--- src/rtl/keypad_entry_controller_pkg.sv ---
// Shared types and constants for the 4x4 keypad entry controller.
// Latency: n/a (package: state enum, row idle pattern, key map, edit key codes, row helpers).
// Backpressure: n/a.
package keypad_pkg;

  typedef enum logic [1:0] {
    SCAN     = 2'd0,
    PRESS_DB = 2'd1,
    HELD     = 2'd2
  } kp_state_e;

  localparam logic [3:0] ROW_IDLE  = 4'hF;
  localparam logic [3:0] KEY_CLEAR = 4'hF;
  localparam logic [3:0] KEY_NEG   = 4'hE;

  // Indexed by {row, col}. Element 15 is listed first, so read right to left:
  // r0: 1 2 3 A, r1: 4 5 6 B, r2: 7 8 9 C, r3: 0 F E D.
  localparam logic [15:0][3:0] KEY_MAP = {
    4'hD, 4'hE, 4'hF, 4'h0,
    4'hC, 4'h9, 4'h8, 4'h7,
    4'hB, 4'h6, 4'h5, 4'h4,
    4'hA, 4'h3, 4'h2, 4'h1
  };

  // A usable sample has exactly one active-low row bit asserted.
  function automatic logic row_single_low(input logic [3:0] r);
    return $onehot(~r);
  endfunction

  function automatic logic [1:0] row_low_index(input logic [3:0] r);
    logic [1:0] idx;
    case (r)
      4'b1110: idx = 2'd0;
      4'b1101: idx = 2'd1;
      4'b1011: idx = 2'd2;
      4'b0111: idx = 2'd3;
      default: idx = 2'd0;
    endcase
    return idx;
  endfunction

endpackage

--- src/rtl/keypad_entry_controller_if.sv ---
// Keypad pins plus entry outputs as one bundle.
// Latency: n/a (wires only). Ports: col (active-low drive), row (active-low sense),
// num (entry register), key_code, key_valid. Backpressure: none; master = controller.
interface keypad_entry_controller_if;
  logic [3:0]  col;
  logic [3:0]  row;
  logic [15:0] num;
  logic [3:0]  key_code;
  logic        key_valid;

  modport master (output col, num, key_code, key_valid, input row);
  modport slave  (input col, num, key_code, key_valid, output row);
endinterface

--- src/rtl/keypad_entry_controller_scan_tick_gen.sv ---
// Column dwell timer: one-cycle tick_o on the last cycle of every SCAN_CNT-cycle dwell.
// Latency: first tick SCAN_CNT-1 cycles after reset release. Ports: clk, rst (async active-low), tick_o.
// Backpressure: none, free running.
module scan_tick_gen #(
  parameter int unsigned SCAN_CNT = 45000
) (
  input  logic clk,
  input  logic rst,
  output logic tick_o
);
  localparam int unsigned TW = (SCAN_CNT > 1) ? $clog2(SCAN_CNT) : 1;
  localparam logic [TW-1:0] LAST = TW'(SCAN_CNT - 1);

  logic [TW-1:0] cnt_q, cnt_d;

  assign tick_o = (cnt_q == LAST);

  always_comb begin
    cnt_d = cnt_q + 1'b1;
    if (tick_o) cnt_d = '0;
  end

  always_ff @(posedge clk or negedge rst) begin
    if (!rst) cnt_q <= '0;
    else      cnt_q <= cnt_d;
  end
endmodule

--- src/rtl/keypad_entry_controller.sv ---
// Scans a 4x4 active-low keypad, debounces, decodes to hex and shifts keys into a 16-bit entry.
// Latency: key_valid one cycle after the tick ending dwell k+DEBOUNCE_SCANS (press first seen in dwell k).
// Backpressure: none; ports clk, rst (async active-low), kp (col/row/num/key_code/key_valid).
// Optional KEYPAD_EDIT_KEYS_EN: key F clears num, key E negates num; neither shifts in.
module keypad_entry_controller
  import keypad_pkg::*;
#(
  parameter int unsigned SCAN_CNT       = 45000,
  parameter int unsigned DEBOUNCE_SCANS = 4
) (
  input logic                         clk,
  input logic                         rst,
  keypad_entry_controller_if.master   kp
);
  localparam int unsigned CW = $clog2(DEBOUNCE_SCANS + 1);
  localparam logic [CW-1:0] DB_LAST = CW'(DEBOUNCE_SCANS);

  logic tick;

  scan_tick_gen #(.SCAN_CNT(SCAN_CNT)) u_tick (
    .clk    (clk),
    .rst    (rst),
    .tick_o (tick)
  );

  // Rows are asynchronous to clk; idle-high reset keeps the first samples "no key".
  logic [3:0] row_meta_q, row_sync_q;

  always_ff @(posedge clk or negedge rst) begin
    if (!rst) begin
      row_meta_q <= ROW_IDLE;
      row_sync_q <= ROW_IDLE;
    end else begin
      row_meta_q <= kp.row;
      row_sync_q <= row_meta_q;
    end
  end

  kp_state_e   state_q, state_d;
  logic [1:0]  col_idx_q, col_idx_d;
  logic [1:0]  row_idx_q, row_idx_d;
  logic [CW-1:0] match_cnt_q, match_cnt_d;
  logic [CW-1:0] rel_cnt_q, rel_cnt_d;
  logic [15:0] num_q, num_d;
  logic [3:0]  key_code_q, key_code_d;
  logic        key_valid_q, key_valid_d;

  logic          sample_ok;
  logic [1:0]    sample_row;
  logic [CW-1:0] match_inc, rel_inc;
  logic [3:0]    new_code;
  logic          accept;

  assign sample_ok  = row_single_low(row_sync_q);
  assign sample_row = row_low_index(row_sync_q);
  assign match_inc  = match_cnt_q + 1'b1;
  assign rel_inc    = rel_cnt_q + 1'b1;
  // Column is still held at the pressed key when the press is accepted.
  assign new_code   = KEY_MAP[{row_idx_q, col_idx_q}];

  always_comb begin
    state_d     = state_q;
    col_idx_d   = col_idx_q;
    row_idx_d   = row_idx_q;
    match_cnt_d = match_cnt_q;
    rel_cnt_d   = rel_cnt_q;
    num_d       = num_q;
    key_code_d  = key_code_q;
    key_valid_d = 1'b0;
    accept      = 1'b0;

    if (tick) begin
      unique case (state_q)
        SCAN: begin
          if (sample_ok) begin
            row_idx_d   = sample_row;
            match_cnt_d = '0;
            state_d     = PRESS_DB;
          end else begin
            col_idx_d = col_idx_q + 2'd1;
          end
        end
        PRESS_DB: begin
          if (sample_ok && (sample_row == row_idx_q)) begin
            match_cnt_d = match_inc;
            if (match_inc == DB_LAST) begin
              accept    = 1'b1;
              rel_cnt_d = '0;
              state_d   = HELD;
            end
          end else begin
            state_d   = SCAN;
            col_idx_d = col_idx_q + 2'd1;
          end
        end
        HELD: begin
          // Any low row, even a chord, counts as still pressed.
          if (row_sync_q == ROW_IDLE) begin
            rel_cnt_d = rel_inc;
            if (rel_inc == DB_LAST) begin
              rel_cnt_d = '0;
              state_d   = SCAN;
              col_idx_d = col_idx_q + 2'd1;
            end
          end else begin
            rel_cnt_d = '0;
          end
        end
        default: state_d = SCAN;
      endcase
    end

    if (accept) begin
      key_code_d  = new_code;
      key_valid_d = 1'b1;
`ifdef KEYPAD_EDIT_KEYS_EN
      if (new_code == KEY_CLEAR)    num_d = '0;
      else if (new_code == KEY_NEG) num_d = ~num_q + 16'd1;
      else                          num_d = {num_q[11:0], new_code};
`else
      num_d = {num_q[11:0], new_code};
`endif
    end
  end

  always_ff @(posedge clk or negedge rst) begin
    if (!rst) begin
      state_q     <= SCAN;
      col_idx_q   <= 2'd0;
      row_idx_q   <= 2'd0;
      match_cnt_q <= '0;
      rel_cnt_q   <= '0;
      num_q       <= 16'h0000;
      key_code_q  <= 4'h0;
      key_valid_q <= 1'b0;
    end else begin
      state_q     <= state_d;
      col_idx_q   <= col_idx_d;
      row_idx_q   <= row_idx_d;
      match_cnt_q <= match_cnt_d;
      rel_cnt_q   <= rel_cnt_d;
      num_q       <= num_d;
      key_code_q  <= key_code_d;
      key_valid_q <= key_valid_d;
    end
  end

  assign kp.col       = ~(4'b0001 << col_idx_q);
  assign kp.num       = num_q;
  assign kp.key_code  = key_code_q;
  assign kp.key_valid = key_valid_q;
endmodule

--- src/flat_wrapper.sv ---
// flat-port wrapper written by rule: the top's interface ports become plain ports
module keypad_entry_controller_flat import keypad_pkg::*;
#(
  parameter int unsigned SCAN_CNT       = 45000,
  parameter int unsigned DEBOUNCE_SCANS = 4
)
  (clk, rst, kp_col, kp_num, kp_key_code, kp_key_valid, kp_row);
  keypad_entry_controller_if kp_i ();
  input logic clk;
  input logic rst;
  output wire logic [$bits(kp_i.col)-1:0] kp_col;
  output wire logic [$bits(kp_i.num)-1:0] kp_num;
  output wire logic [$bits(kp_i.key_code)-1:0] kp_key_code;
  output wire logic [$bits(kp_i.key_valid)-1:0] kp_key_valid;
  input wire logic [$bits(kp_i.row)-1:0] kp_row;
  assign kp_col = kp_i.col;
  assign kp_num = kp_i.num;
  assign kp_key_code = kp_i.key_code;
  assign kp_key_valid = kp_i.key_valid;
  assign kp_i.row = kp_row;
  keypad_entry_controller #(.SCAN_CNT(SCAN_CNT), .DEBOUNCE_SCANS(DEBOUNCE_SCANS)) u_core (.clk(clk), .rst(rst), .kp(kp_i));
endmodule
--- config.mk ---
export PLATFORM = sky130hd
export DESIGN_NAME = keypad_entry_controller_flat
export DESIGN_NICKNAME = d
export VERILOG_FILES = /design/src/rtl/keypad_entry_controller_pkg.sv /design/src/rtl/keypad_entry_controller_if.sv /design/src/rtl/keypad_entry_controller_scan_tick_gen.sv /design/src/rtl/keypad_entry_controller.sv /design/src/flat_wrapper.sv
export SDC_FILE = /design/constraint.sdc
export NUM_CORES = 1
export LEC_CHECK = 0
export BUFFER_PORTS_ARGS = -buffer_cell sky130_fd_sc_hd__buf_4
export CAP_MARGIN = 25
export CELL_PAD_IN_SITES_DETAIL_PLACEMENT = 1
export CELL_PAD_IN_SITES_GLOBAL_PLACEMENT = 1
export CORE_UTILIZATION = 40
export DETAILED_ROUTE_END_ITERATION = 12
export GPL_TIMING_DRIVEN = 0
export HOLD_SLACK_MARGIN = 0.08
export MAX_ROUTING_LAYER = met4
export PLACE_DENSITY_LB_ADDON = 0.1
export SYNTH_ARGS = -nofsm -noshare
export SYNTH_HDL_FRONTEND = slang
export SYNTH_SLANG_ARGS = --single-unit
--- constraint.sdc ---
create_clock -name clk -period 6.1 [get_ports clk]
set_input_delay 0.61 -clock clk [delete_from_list [all_inputs] [get_ports clk]]
set_output_delay 0.61 -clock clk [all_outputs]
set_load 0.02 [all_outputs]
## Word-level counts from Yosys, hierarchy flattened

Memory sizes are Yosys's and may differ from the RTL's.
Cells that the tools add are included.

- Input bits: 6
- Bits in read-only memories: 64
- Flip-flop bits (word level): 57
- Memories: 1

- Multiplexer cells: 27
- Add/sub/neg operators: 7
- Shift-type cells: 1
- Equal/unequal tests: 19
- Magnitude comparators: 1
- Reduce and logical (&&, ||, !) cells: 10
- Bitwise operators: 2

Memories:

| name | depth | width | read ports | clocked after memory_dff | write ports | RTL line | RTL |
|---|---|---|---|---|---|---|---|
| (name not given) | 16 | 4 | 1 | 0 | 0 | keypad_entry_controller.sv:59 | `assign new_code = KEY_MAP[{row_idx_q, col_idx_q}];` |

Operators with widths:

| operator | count |
|---|---|
| 2-to-1 mux 2 bit | 9 |
| 2-to-1 mux 3 bit | 6 |
| one-hot mux 2 bit (3 select lines) | 3 |
| adder 16 x 1 -> 16 bit, second input constant | 1 |
| == test 16 bit, second input constant | 1 |
| 2-to-1 mux 16 bit | 1 |
| == test 4 bit, second input constant | 3 |
| one-hot mux 3 bit (2 select lines) | 2 |
| != test 2 x 1 -> 1 bit, second input constant | 5 |
| inverter 4 bit | 2 |
| AND reduction 4 bit | 2 |
| adder 3 x 1 -> 3 bit, second input constant | 2 |
| == test 3 bit, second input constant | 2 |
| AND reduction 6 bit | 1 |
| less-than comparator 4 x 5 -> 1 bit, second input constant | 1 |
| 2-to-1 mux 1 bit | 5 |
| AND reduction 5 bit | 1 |
| adder 1 x 1 -> 2 bit | 2 |
| == test 4 x 3 -> 1 bit, second input constant | 1 |
| 2-to-1 mux 4 bit | 1 |
| != test 2 bit, second input constant | 2 |
| nonzero test 2 bit | 2 |
| << shifter 1 x 2 -> 4 bit, first input constant | 1 |
| adder 3 bit | 1 |
| 10 further kinds | 10 |

## Logic depth before layout (Yosys ltp)

- Depth in word-level cells: 9
- Depth in mapped cells: 9
- Depth with buffers taken out: 9

## By module

A second synthesis with hierarchy kept.

- Cell total of the unflattened synthesis: 239
- Area, all modules: 2751.4 um^2

By module, submodules not included:

| module | cells an instance | sequential area each (um^2) | times used | area an instance (um^2) |
|---|---|---|---|---|
| keypad_entry_controller | 166 | 935.9 | 1 | 1956.9 |
| scan_tick_gen | 73 | 400.4 | 1 | 794.5 |

## Worst setup path after synthesis

No wires, ideal clock.

- Path type: reg-to-reg
- Start point: reg u_core.row_sync_q[0]
- End point: reg u_core.key_code_q[0] (netlist: u_core.kp.key_code[0])
- Library setup time: 125 ps
- Required time: 5975 ps
- Path slack: 2861 ps
- Clock period less this slack: 3239 ps
- Stages on the path, launching flop included: 10
- Path buffers: 1
- Arrival: 3114 ps
- Cell sequence: dfstp_2 -> inv_1 -> ha_1 -> ha_1 -> fa_1 -> nor3b_1 -> and3_1 -> nand4_1 -> clkbuf_1 -> mux2_2

- Longest elaborated chain between the ends: 8

Ends and longest elaborated chain:

| what | RTL line | RTL |
|---|---|---|
| start: declaration | keypad_entry_controller.sv:27 | `logic [3:0] row_meta_q, row_sync_q;` |
| start signal: assignment | keypad_entry_controller.sv:35 | `row_sync_q <= row_meta_q;` |
| inverter 4 bit | keypad_entry_controller_pkg.sv:27 | `return $onehot(~r);` |
| adder 1 x 1 -> 2 bit (implied by the code) | keypad_entry_controller_pkg.sv:27 |  |
| adder 3 bit (implied by the code) | keypad_entry_controller_pkg.sv:27 |  |
| == test 3 x 1 -> 1 bit | keypad_entry_controller_pkg.sv:27 |  |
| logical AND 1 bit * | keypad_entry_controller.sv:84 | `if (sample_ok && (sample_row == row_idx_q)) begin` |
| 2-to-1 mux 1 bit * | keypad_entry_controller.sv:84 |  |
| 2-to-1 mux 1 bit * | keypad_entry_controller.sv:73 | `unique case (state_q)` |
| 2-to-1 mux 1 bit * | keypad_entry_controller.sv:72 | `if (tick) begin` |
| end signal: assignment | keypad_entry_controller.sv:143 | `key_code_q <= key_code_d;` |
| end: declaration | keypad_entry_controller.sv:45 | `logic [3:0] key_code_q, key_code_d;` |

Every way passes the cells marked *; elsewhere a longest branch is shown, timed or not.
A chain may end at the register's enable or synchronous reset.

## Worst setup path after layout

- Start point: reg u_core.row_sync_q[2]
- End point: reg u_core.num_q[11] (netlist: u_core.kp.num[11])

- Longest elaborated chain between the ends: 8

Ends and longest elaborated chain:

| what | RTL line | RTL |
|---|---|---|
| inverter 4 bit | keypad_entry_controller_pkg.sv:27 |  |
| adder 1 x 1 -> 2 bit (implied by the code) | keypad_entry_controller_pkg.sv:27 |  |
| adder 3 bit (implied by the code) | keypad_entry_controller_pkg.sv:27 |  |
| == test 3 x 1 -> 1 bit | keypad_entry_controller_pkg.sv:27 |  |
| logical AND 1 bit * | keypad_entry_controller.sv:84 |  |
| 2-to-1 mux 1 bit * | keypad_entry_controller.sv:84 |  |
| 2-to-1 mux 1 bit * | keypad_entry_controller.sv:73 |  |
| 2-to-1 mux 1 bit * | keypad_entry_controller.sv:72 |  |
| end signal: assignment | keypad_entry_controller.sv:142 | `num_q <= num_d;` |
| end: declaration | keypad_entry_controller.sv:44 | `logic [15:0] num_q, num_d;` |

Marked as above.

==> impl_metrics.env <==
export IMPL_p_leak_nw=1.47
export IMPL_fin_skew_ps=11.5
export IMPL_synthTopCellsByArea="dfrtp_1 42%, ha_1 8.4%, mux2_2 8.0%, dfstp_2 7.9%, xnor2_1 3.6%"
export IMPL_cts_post_setup_buffers_inserted=0
export IMPL_period_needed_ps=3930
export IMPL_grt_pass1_wl_mm=8.90
export IMPL_synthMuxAreaShare_pct=8.77
export IMPL_tightestPinTransition_ps=999
export IMPL_reg2reg_depth=9
export IMPL_synth_top_family_by_area="simple AND/OR/NAND/NOR gates"
export IMPL_fmax_ghz=0.254
export IMPL_synth_ff_type="dfrtp_1"
export IMPL_synthSimpleGateAreaFrac_pct=15.3
export IMPL_cts_tree="done"
export IMPL_startpoint_type="register"
export IMPL_critPathKind="register to register"
export IMPL_outcome="completed"
export IMPL_ant_nets=0
export IMPL_yosys_area_top_type_share_pct=42.2
export IMPL_grt_use_total_pct=16.4
export IMPL_cp_max_fo=10
export IMPL_synthTopCellsByCount="45 x dfrtp_1, 19 x mux2_2, 19 x nor2_1"
export IMPL_layout_nets=302
export IMPL_power_per_cell_area_nw_per_um2=191
export IMPL_num_vias=1844
export IMPL_io_buffers=30
export IMPL_period_share_pct=64.4
export IMPL_setup_violations=0
export IMPL_hold_viol=0
export IMPL_post_synth_top_count_cell="dfrtp_1"
export IMPL_hpwl_mm=3.74
export IMPL_synthAdderAreaFrac_pct=9.19
export IMPL_cts_buffers=5
export IMPL_synth_compound_area_share_pct=6.33
export IMPL_synthCells=240
export IMPL_p_clk_share_pct=34.9
export IMPL_drv_slew=0
export IMPL_grt_max_degree=54
export IMPL_required_ps=6300
export IMPL_htree_levels=2
export IMPL_p_comb_share_pct=4.6
export IMPL_synth_area_um2=2670
export IMPL_hold_class="input pin to async pin"
export IMPL_async_flop_share_pct=100
export IMPL_yosys_area_top_type="dfrtp_1"
export IMPL_cts_hold_buf=0
export IMPL_rsz0062_at_grt="false"
export IMPL_wl_per_cell_um=14.5
export IMPL_clockRootBuffer="clkbuf_8"
export IMPL_wirelength_mm=5.14
export IMPL_n_antenna_cell=0
export IMPL_post_cts_resized=0
export IMPL_netSwitchingFraction_pct=24.2
export IMPL_cts_buffer_depth=2
export IMPL_antenna_found_initial=0
export IMPL_grt_pass1_vias=1909
export IMPL_p_seq_share_pct=60.5
export IMPL_drt_iter0_markers=50
export IMPL_synth_area_per_cell_um2=11.1
export IMPL_chipHeight_um=83.7
export IMPL_power_switching_w=0.000143
export IMPL_clkTransAtPathRegs_ps=100
export IMPL_die_area_um2=7000
export IMPL_cts_sinks=53
export IMPL_synth_distinct_cells=46
export IMPL_synth_edf_count=0
export IMPL_peakVddDrop_uv=117
export IMPL_p_int_w=0.000448
export IMPL_ys_seq_area_share_pct=50.1
export IMPL_viasPerCell=5.19
export IMPL_row_count=29
export IMPL_coreArea_um2=6390
export IMPL_area_growth_pct=15.6
export IMPL_dr_pass1_iters=4
export IMPL_start_util_pct=41.8
export IMPL_worstPathArrival_ps=4130
export IMPL_setup_tns_final_ps=0
export IMPL_cap_viol_max_count=0
export IMPL_die_w_um=83.7
export IMPL_clock_latency_ps=310
export IMPL_synthesis_nets=265
export IMPL_drc=0
export IMPL_drive_above_1_share_pct=28.1
export IMPL_finalWeightedCongestion=0.731
export IMPL_holdWs_ps=332
export IMPL_num_io_pins=31
export IMPL_synth_xor_area_share_pct=6.24
export IMPL_cp_end_kind="register"
export IMPL_slew_headroom_pct=33.3
export IMPL_synth_seq_cells=53
export IMPL_grt_overflow=0
export IMPL_yosysWarnings=0
cell families after synthesis:
kind of cell    Yosys count
compound gates           26
xor+xnor                 19
fa+ha+maj                19
buf+inv                  25
flops                    53
mux                      21
simple gates             77
routing by layer:
layer | global-route usage (%) | vias up | wire length (um)
li1 | - | 899 | -
met1 | 20.5 | 913 | 2560
met2 | 26.5 | 27 | 2340
met3 | 3.17 | 5 | 159
met4 | 6.01 | 0 | 80
met5 | - | - | 0
path summary, 6_finish.rpt:
kind | to | from | slack, ps
min | u_core.row_idx_q[1] | rst | 330
max in group asynchronous | u_core.u_tick.cnt_q[2] | rst | 5330
min in group clk | u_core.row_sync_q[1] | u_core.row_meta_q[1] | 360
max reg2reg | u_core.kp.num[11] | u_core.row_sync_q[2] | 2170
min reg2reg | u_core.row_sync_q[1] | u_core.row_meta_q[1] | 360
max | u_core.kp.num[11] | u_core.row_sync_q[2] | 2170
stage by stage:
step	util (%)	cells	total power [W]	setup slack [ps]	cell area [um^2]
2_1_floorplan	-	240	0.000377	2860	2670
3_3_place_gp	46.8	347	0.000390	2270	2990
3_5_place_dp	46.8	347	0.000391	2200	2990
4_1_cts	48.3	355	0.000602	2180	3080
5_1_grt	48.3	355	0.000616	1970	3080
6_report	48.3	355	0.000591	2170	3080
area by class of cell:
| type | count | area (um^2) |
|---|---|---|
| Sequential cell | 53 | 1340 |
| Tap cell | 77 | 96.3 |
| Fill cell | 737 | 3300 |
| Timing Repair Buffer | 30 | 225 |
| Buffer | 11 | 57.6 |
| Multi-Input combinational cell | 162 | 1220 |
| Clock buffer | 5 | 68.8 |
| Clock inverter | 3 | 25.0 |
| Inverter | 14 | 52.6 |
state kept, by name, summed over array words and instances (netlist names):
signal               flops
u_core.kp.num           13
u_core.row_meta_q        4
u_core.kp.key_code       3
u_core.kp.key_valid      1
u_core.col_idx_q         2
u_core.state_q           2
u_core.u_tick.cnt_q     16
u_core.row_sync_q        4
u_core.match_cnt_q       3
u_core.rel_cnt_q         3
u_core.row_idx_q         2
power groups by stage:
| stage | Combinational (W) | Clock, W | Sequential, W |
|---|---|---|---|
| 2_1_floorplan | 0.0000130 | 0 | 0.000364 |
| 3_3_place_gp | 0.0000260 | 0 | 0.000364 |
| 3_5_place_dp | 0.0000271 | 0 | 0.000364 |
| 4_1_cts | 0.0000273 | 0.000217 | 0.000358 |
| 5_1_grt | 0.0000305 | 0.000227 | 0.000358 |
| 6_report | 0.0000269 | 0.000206 | 0.000357 |
critical path, stage by stage, from the launching register on:
cell      delay [ps]
dfstp_2          570
inv_1             70
ha_1             300
ha_1             200
fa_1             450
nor3b_1          830
and3_1           330
nand4_1          350
clkbuf_1         380
mux2_2           350
layout by cell type (no fill, tap or decap), types with 8 or more instances in the layout:
| master | count |
|---|---|
| nand2_1 | 15 |
| nor2_1 | 19 |
| nand3_1 | 13 |
| dfrtp_1 | 45 |
| mux2_2 | 19 |
| buf_4 | 34 |
| xnor2_1 | 11 |
| o21ai_0 | 11 |
| inv_1 | 14 |
| ha_1 | 18 |
| dfstp_2 | 8 |
| xor2_1 | 8 |
Power figures use the tool's default switching activity.
